===== config.mk =====
export PLATFORM = sky130hd
export DESIGN_NAME = ahb3_sram_bridge
export DESIGN_NICKNAME = d
export VERILOG_FILES = /design/src/rtl/ahb3_sram_bridge.sv
export SDC_FILE = /design/constraint.sdc
export NUM_CORES = 1
export LEC_CHECK = 0
export CORE_MARGIN = 5
export CORE_UTILIZATION = 28
export DETAILED_ROUTE_END_ITERATION = 12
export PLACE_DENSITY = 0.85
export SLEW_MARGIN = 10
export SYNTH_ARGS = -nofsm -noshare
export SYNTH_HDL_FRONTEND = slang
export SYNTH_SLANG_ARGS = --single-unit

===== constraint.sdc =====
create_clock -name ahb3_clk_i -period 3.75 [get_ports ahb3_clk_i]
set_input_delay 0.9375 -clock ahb3_clk_i [delete_from_list [all_inputs] [get_ports ahb3_clk_i]]
set_output_delay 0.9375 -clock ahb3_clk_i [all_outputs]
set_load 0.02 [all_outputs]

===== src/rtl/ahb3_sram_bridge.sv =====
// AHB-Lite slave in front of a single-port synchronous SRAM with configurable read latency.
// Define AHB3_SRAM_ALIGN_CHECK_EN to answer misaligned transfers with ERROR instead of aligning.
module ahb3_sram_bridge #(
  parameter int unsigned XLEN      = 32,
  parameter int unsigned PLEN      = 32,
  parameter int unsigned MEM_BYTES = 65536,
  parameter int unsigned RD_LAT    = 1,
  localparam int unsigned SW       = XLEN / 8,
  localparam int unsigned BYTE_AW  = $clog2(SW),
  localparam int unsigned MEM_AW   = $clog2(MEM_BYTES) - BYTE_AW
) (
  input  logic              ahb3_clk_i,
  input  logic              ahb3_rstn_i,
  input  logic              ahb3_hsel_i,
  input  logic [PLEN-1:0]   ahb3_haddr_i,
  input  logic [XLEN-1:0]   ahb3_hwdata_i,
  input  logic              ahb3_hwrite_i,
  input  logic [2:0]        ahb3_hsize_i,
  input  logic [2:0]        ahb3_hburst_i,
  input  logic [3:0]        ahb3_hprot_i,
  input  logic [1:0]        ahb3_htrans_i,
  input  logic              ahb3_hmastlock_i,
  input  logic              ahb3_hready_i,
  output logic [XLEN-1:0]   ahb3_hrdata_o,
  output logic              ahb3_hready_o,
  output logic              ahb3_hresp_o,
  output logic              sram_ce,
  output logic              sram_we,
  output logic [MEM_AW-1:0] sram_addr,
  output logic [SW-1:0]     sram_be,
  output logic [XLEN-1:0]   sram_din,
  input  logic [XLEN-1:0]   sram_dout
);

  localparam int unsigned MemAbits = $clog2(MEM_BYTES);
  localparam int unsigned CntW     = $clog2(RD_LAT + 1);

  typedef enum logic [2:0] {StIdle, StWr, StRd, StErr1, StErr2} state_e;

  state_e            state_q, state_d;
  logic [CntW-1:0]   cnt_q, cnt_d;
  logic              defer_q, defer_d;
  logic [MEM_AW-1:0] addr_q, addr_d;
  logic [SW-1:0]     be_q, be_d;
  logic              hready_q, hready_d;
  logic              hresp_q, hresp_d;

  logic               accept, oor, size_err, misalign, addr_err, early_rd;
  logic [BYTE_AW-1:0] offset, size_mask;
  logic [31:0]        lanes;
  logic [SW-1:0]      be_req;
  logic [MEM_AW-1:0]  haddr_word;
  logic               unused_ok;

  assign unused_ok = ^{ahb3_hburst_i, ahb3_hprot_i, ahb3_hmastlock_i};

  assign size_mask  = BYTE_AW'((32'd1 << ahb3_hsize_i) - 32'd1);
  assign size_err   = ahb3_hsize_i > 3'(BYTE_AW);
  assign haddr_word = ahb3_haddr_i[MemAbits-1:BYTE_AW];

`ifdef AHB3_SRAM_ALIGN_CHECK_EN
  assign offset   = ahb3_haddr_i[BYTE_AW-1:0];
  assign misalign = |(offset & size_mask);
`else
  // Low address bits below the transfer size are dropped, so every access is aligned.
  assign offset   = ahb3_haddr_i[BYTE_AW-1:0] & ~size_mask;
  assign misalign = 1'b0;
`endif

  if (PLEN > MemAbits) begin : g_oor
    assign oor = |ahb3_haddr_i[PLEN-1:MemAbits];
  end else begin : g_no_oor
    assign oor = 1'b0;
  end

  assign lanes    = (32'd1 << (32'd1 << ahb3_hsize_i)) - 32'd1;
  assign be_req   = SW'(lanes << offset);
  assign addr_err = oor | size_err | misalign;

  assign accept = ahb3_rstn_i & ahb3_hsel_i & ahb3_hready_i & ahb3_htrans_i[1] & hready_q;
  // The SRAM port is busy with the write data phase in StWr, so reads defer by one cycle there.
  assign early_rd = accept & ~ahb3_hwrite_i & ~addr_err & (state_q != StWr);

  always_comb begin
    state_d = state_q;
    cnt_d   = cnt_q;
    defer_d = 1'b0;
    addr_d  = addr_q;
    be_d    = be_q;
    if (state_q == StErr1) begin
      state_d = StErr2;
    end else if (state_q == StRd && cnt_q != '0) begin
      cnt_d = cnt_q - CntW'(1);
    end else if (accept) begin
      addr_d = haddr_word;
      be_d   = be_req;
      if (addr_err) begin
        state_d = StErr1;
      end else if (ahb3_hwrite_i) begin
        state_d = StWr;
      end else begin
        state_d = StRd;
        defer_d = (state_q == StWr);
        cnt_d   = (state_q == StWr) ? CntW'(RD_LAT) : CntW'(RD_LAT - 1);
      end
    end else begin
      state_d = StIdle;
    end
    hready_d = !((state_d == StErr1) || (state_d == StRd && cnt_d != '0));
    hresp_d  = (state_d == StErr1) || (state_d == StErr2);
  end

  always_ff @(posedge ahb3_clk_i) begin
    if (!ahb3_rstn_i) begin
      state_q  <= StIdle;
      cnt_q    <= '0;
      defer_q  <= 1'b0;
      addr_q   <= '0;
      be_q     <= '0;
      hready_q <= 1'b1;
      hresp_q  <= 1'b0;
    end else begin
      state_q  <= state_d;
      cnt_q    <= cnt_d;
      defer_q  <= defer_d;
      addr_q   <= addr_d;
      be_q     <= be_d;
      hready_q <= hready_d;
      hresp_q  <= hresp_d;
    end
  end

  assign sram_ce   = early_rd | (state_q == StWr) | ((state_q == StRd) & defer_q);
  assign sram_we   = (state_q == StWr);
  assign sram_addr = early_rd ? haddr_word : addr_q;
  assign sram_be   = sram_we ? be_q : '1;
  assign sram_din  = ahb3_hwdata_i;

  assign ahb3_hrdata_o = (state_q == StRd && cnt_q == '0) ? sram_dout : '0;
  assign ahb3_hready_o = hready_q;
  assign ahb3_hresp_o  = hresp_q;

endmodule


==> impl_metrics.py <==
metrics = {
    "sta": {
        "fin_crit_ps": 3760,
        "relSlewSlack_pct": 56.1,
        "hold_viol": 0,
        "worst_slew_pin_slew_ps": 657,
        "period_share_pct": 100,
        "slew_violations": 0,
        "rsz0062_at_grt": "true",
        "fmax_mhz": 266,
        "clock_skew_ps": 2.92,
        "setup_viol": 5,
        "setup_slack_ps": -13.1,
    },
    "routing": {
        "vias": 1888,
        "wire_per_inst_um": 15.1,
        "drt-total-wl_um": 6220,
        "wl_met2_um": 3350,
        "dr.max_layer_used": "met4",
        "drt_iter0_markers": 57,
        "antenna_left": 0,
        "avgViaCountPerCell": 4.59,
        "firstDrtPassIters": 4,
        "route.met3.wl_um": 467,
        "met1_length_um": 2300,
        "drcViolationCount": 0,
    },
    "setup_path": {
        "worstPathRequired_ps": 2810,
        "cp_slowest_stage_delay_ps": 590,
        "crit_arrival_ps": 2830,
        "cp_cell_sequence": "buf_6 > or3_4 > or4_4 > nor2_4 > buf_6 > mux2_4 > buf_6",
        "crit_top_cell": "buf_6",
        "path_max_fanout": 6,
        "crit_type": "input port to output pin",
        "cpLargestDelayFamily": "simple AND/OR/NAND/NOR gates",
        "worst-path-buf-inv": 3,
        "start_kind": "input port",
        "end_kind": "output pin",
        "slowest_stage": "or4_4",
    },
    "synth": {
        "ys_ff_latch": 25,
        "synthTopCellsByArea": "dfxtp_1, buf_4, and2_1, mux2_1, nand2_1",
        "synth_common_cells": "and2_1, buf_4, nand2_1, dfxtp_1, mux2_1",
        "syn-num-nets": 328,
        "synth_cell_type_count": 36,
        "synth_area_um2": 1750,
        "synth.largest_area_cell": "dfxtp_1",
        "yosysTopAreaCellShare_pct": 28.7,
        "avgSynthCellArea_um2": 8.16,
        "synth_edf_count": 0,
        "synthFlopType": "dfxtp_1",
        "synth-async-reset-ratio_pct": 0,
        "synthCells": 214,
        "ys.warnings.count": 0,
        "ys_seq_area_share_pct": 28.7,
    },
    "pwr": {
        "p_leak_nw": 1.30,
        "peakVddDrop_uv": 197,
        "p_per_area_nw_per_um2": 189,
        "p_total_uw": 586,
    },
    "finish": {
        "area_growth_pct": 76.9,
        "antenna_cells": 0,
        "instances_no_fill": 411,
        "fillers": 542,
        "fin_area_um2": 3090,
        "drive_above_1_share_pct": 24.7,
        "nNetsFinal": 451,
    },
    "run_status": {
        "outcome": "complete, but fails checks",
        "violations": "setup timing",
    },
    "floorplanning": {
        "die_height_um": 89.0,
        "num_rows": 28,
        "coreArea_um2": 5990,
        "die_w_um": 89.0,
        "start_util_pct": 29.2,
        "dieArea_um2": 7920,
        "ios": 200,
    },
    "clock_network": {
        "clock_tree.root_cell": "clkbuf_8",
        "cts_sinks": 25,
        "insertion_delay_ps": 270,
        "h-tree-depth": 1,
        "cts.reportedPaths.clkPinSlew_ps": 90,
        "cts_buffers": 3,
        "ctsHoldBuffers": 0,
        "cts_tree": "done",
        "clk_path_buf_depth": 2,
    },
    "worst_hold_path": {
        "hold_path_class": "register to register",
    },
    "global_route": {
        "antenna_found_initial": 0,
        "grt_pass1_vias": 1921,
        "grt.overflow.total": 0,
        "track_usage_pct": 14.2,
        "grt_max_degree": 33,
        "grt_pass1_wl_um": 9020,
    },
    "place": {
        "placed_cells": 386,
        "gp_congestion": 0.815,
        "place_area_um2": 2910,
        "dpl_worst_slack_ps": -819,
        "dp_hpwl_um": 4730,
        "portBuffers": 126,
    },
    "run": {
        "cap_viol_max_count": 0,
    },
}
==> through the flow <==
| step | hold slack [ps] | TNS [ps] | util [%] |
|---|---|---|---|
| 2_1_floorplan | 432 | 0 | - |
| 4_1_cts | 467 | -4.70 | 51.1 |
| 6_report | 466 | -46.5 | 51.6 |
| 3_3_place_gp | 445 | -11680 | 48.5 |
| 5_1_grt | 488 | -366 | 51.6 |
| 3_5_place_dp | 451 | -11650 | 48.5 |
==> power breakdown <==
group / internal (mW) / switching, mW / leakage, nW
Clock: 0.0760 / 0.0845 / 0.0228
Combinational: 0.0969 / 0.0547 / 1.08
Sequential: 0.271 / 0.00269 / 0.202
Total: 0.444 / 0.142 / 1.30
==> layer usage <==
metal / vias up / global-route usage [%]
li1: 931 / -
met1: 858 / 15.9
met2: 81 / 27.3
met3: 18 / 3.32
met4: 0 / 3.11
met5: - / 0
==> cells in the final DEF (no fill, tap or decap), drive strengths merged, types with 2 or more instances in the layout <==
| master | Yosys | layout |
|---|---|---|
| nor2 | 9 | 10 |
| and2 | 33 | 33 |
| a21boi | 11 | 11 |
| clkdlybuf4s15 | 0 | 4 |
| o211ai | 3 | 3 |
| nor3b | 2 | 2 |
| o211a | 3 | 3 |
| o21ai | 3 | 3 |
| inv | 3 | 3 |
| and3 | 2 | 2 |
| nand3 | 3 | 3 |
| nor3 | 2 | 2 |
| mux2 | 14 | 14 |
| dfxtp | 25 | 25 |
| nor2b | 3 | 3 |
| nand2b | 4 | 4 |
| buf | 33 | 64 |
| nand2 | 32 | 32 |
| a21oi | 4 | 4 |
| clkdlybuf4s50 | 0 | 88 |
| nor4 | 5 | 5 |
| clkbuf | 8 | 5 |
==> cells by family (layout without fill, tap and decap cells) <==
| group | count (synthesis) | count (layout) | synth area share, % |
|---|---|---|---|
| buffers and inverters | 44 | 165 | 17.0 |
| AND/OR/NAND/NOR | 99 | 100 | 31.7 |
| flip-flops | 25 | 25 | 28.7 |
| multiplexers | 14 | 14 | 9.03 |
| AO/OA/AOI/OAI | 32 | 32 | 13.7 |
==> cell type report <==
class	count	area (um2)	area share (%)
timing repair buffer	158	1420	46.0
multi-input combinational	146	1020	32.9
clock buffer	4	45.0	1.46
tap	75	93.8	3.04
inverter	3	11.3	0.364
sequential	25	500	16.2
==> state kept, by name, summed over array words and instances, names as in the netlist <==
name and cells:
addr_q 14, be_q 4, state_q 3, ahb3_hready_o 1, ahb3_hresp_o 1, cnt_q 1, defer_q 1
==> worst reg2reg max path: stages (launching register included) <==
cell and delay [ps]:
dfxtp_1 380, nor2b_1 300, nand2_1 140, nand3_1 520
nor2_1 130, o31ai_1 250
==> path summary, 6_finish.rpt <==
path	endpoint	cells after the start	slack [ps]	start
max	sram_addr[13]	7	-10	ahb3_haddr_i[25]
min	addr_q[4]	2	470	addr_q[4]
max reg2reg	ahb3_hready_o	5	1920	state_q[0]
min reg2reg	addr_q[4]	2	470	addr_q[4]
==> what timing repair did <==
| item | 4_1_cts | 5_1_grt |
|---|---|---|
| gates cloned | 1 | 0 |
| setup endpoints to repair | 15 | 10 |
| buffers inserted | 19 | 1 |
| gates resized for setup | 162 | 7 |
| pin swaps | 12 | 3 |
No activity file was read; power rests on OpenSTA's default activity.
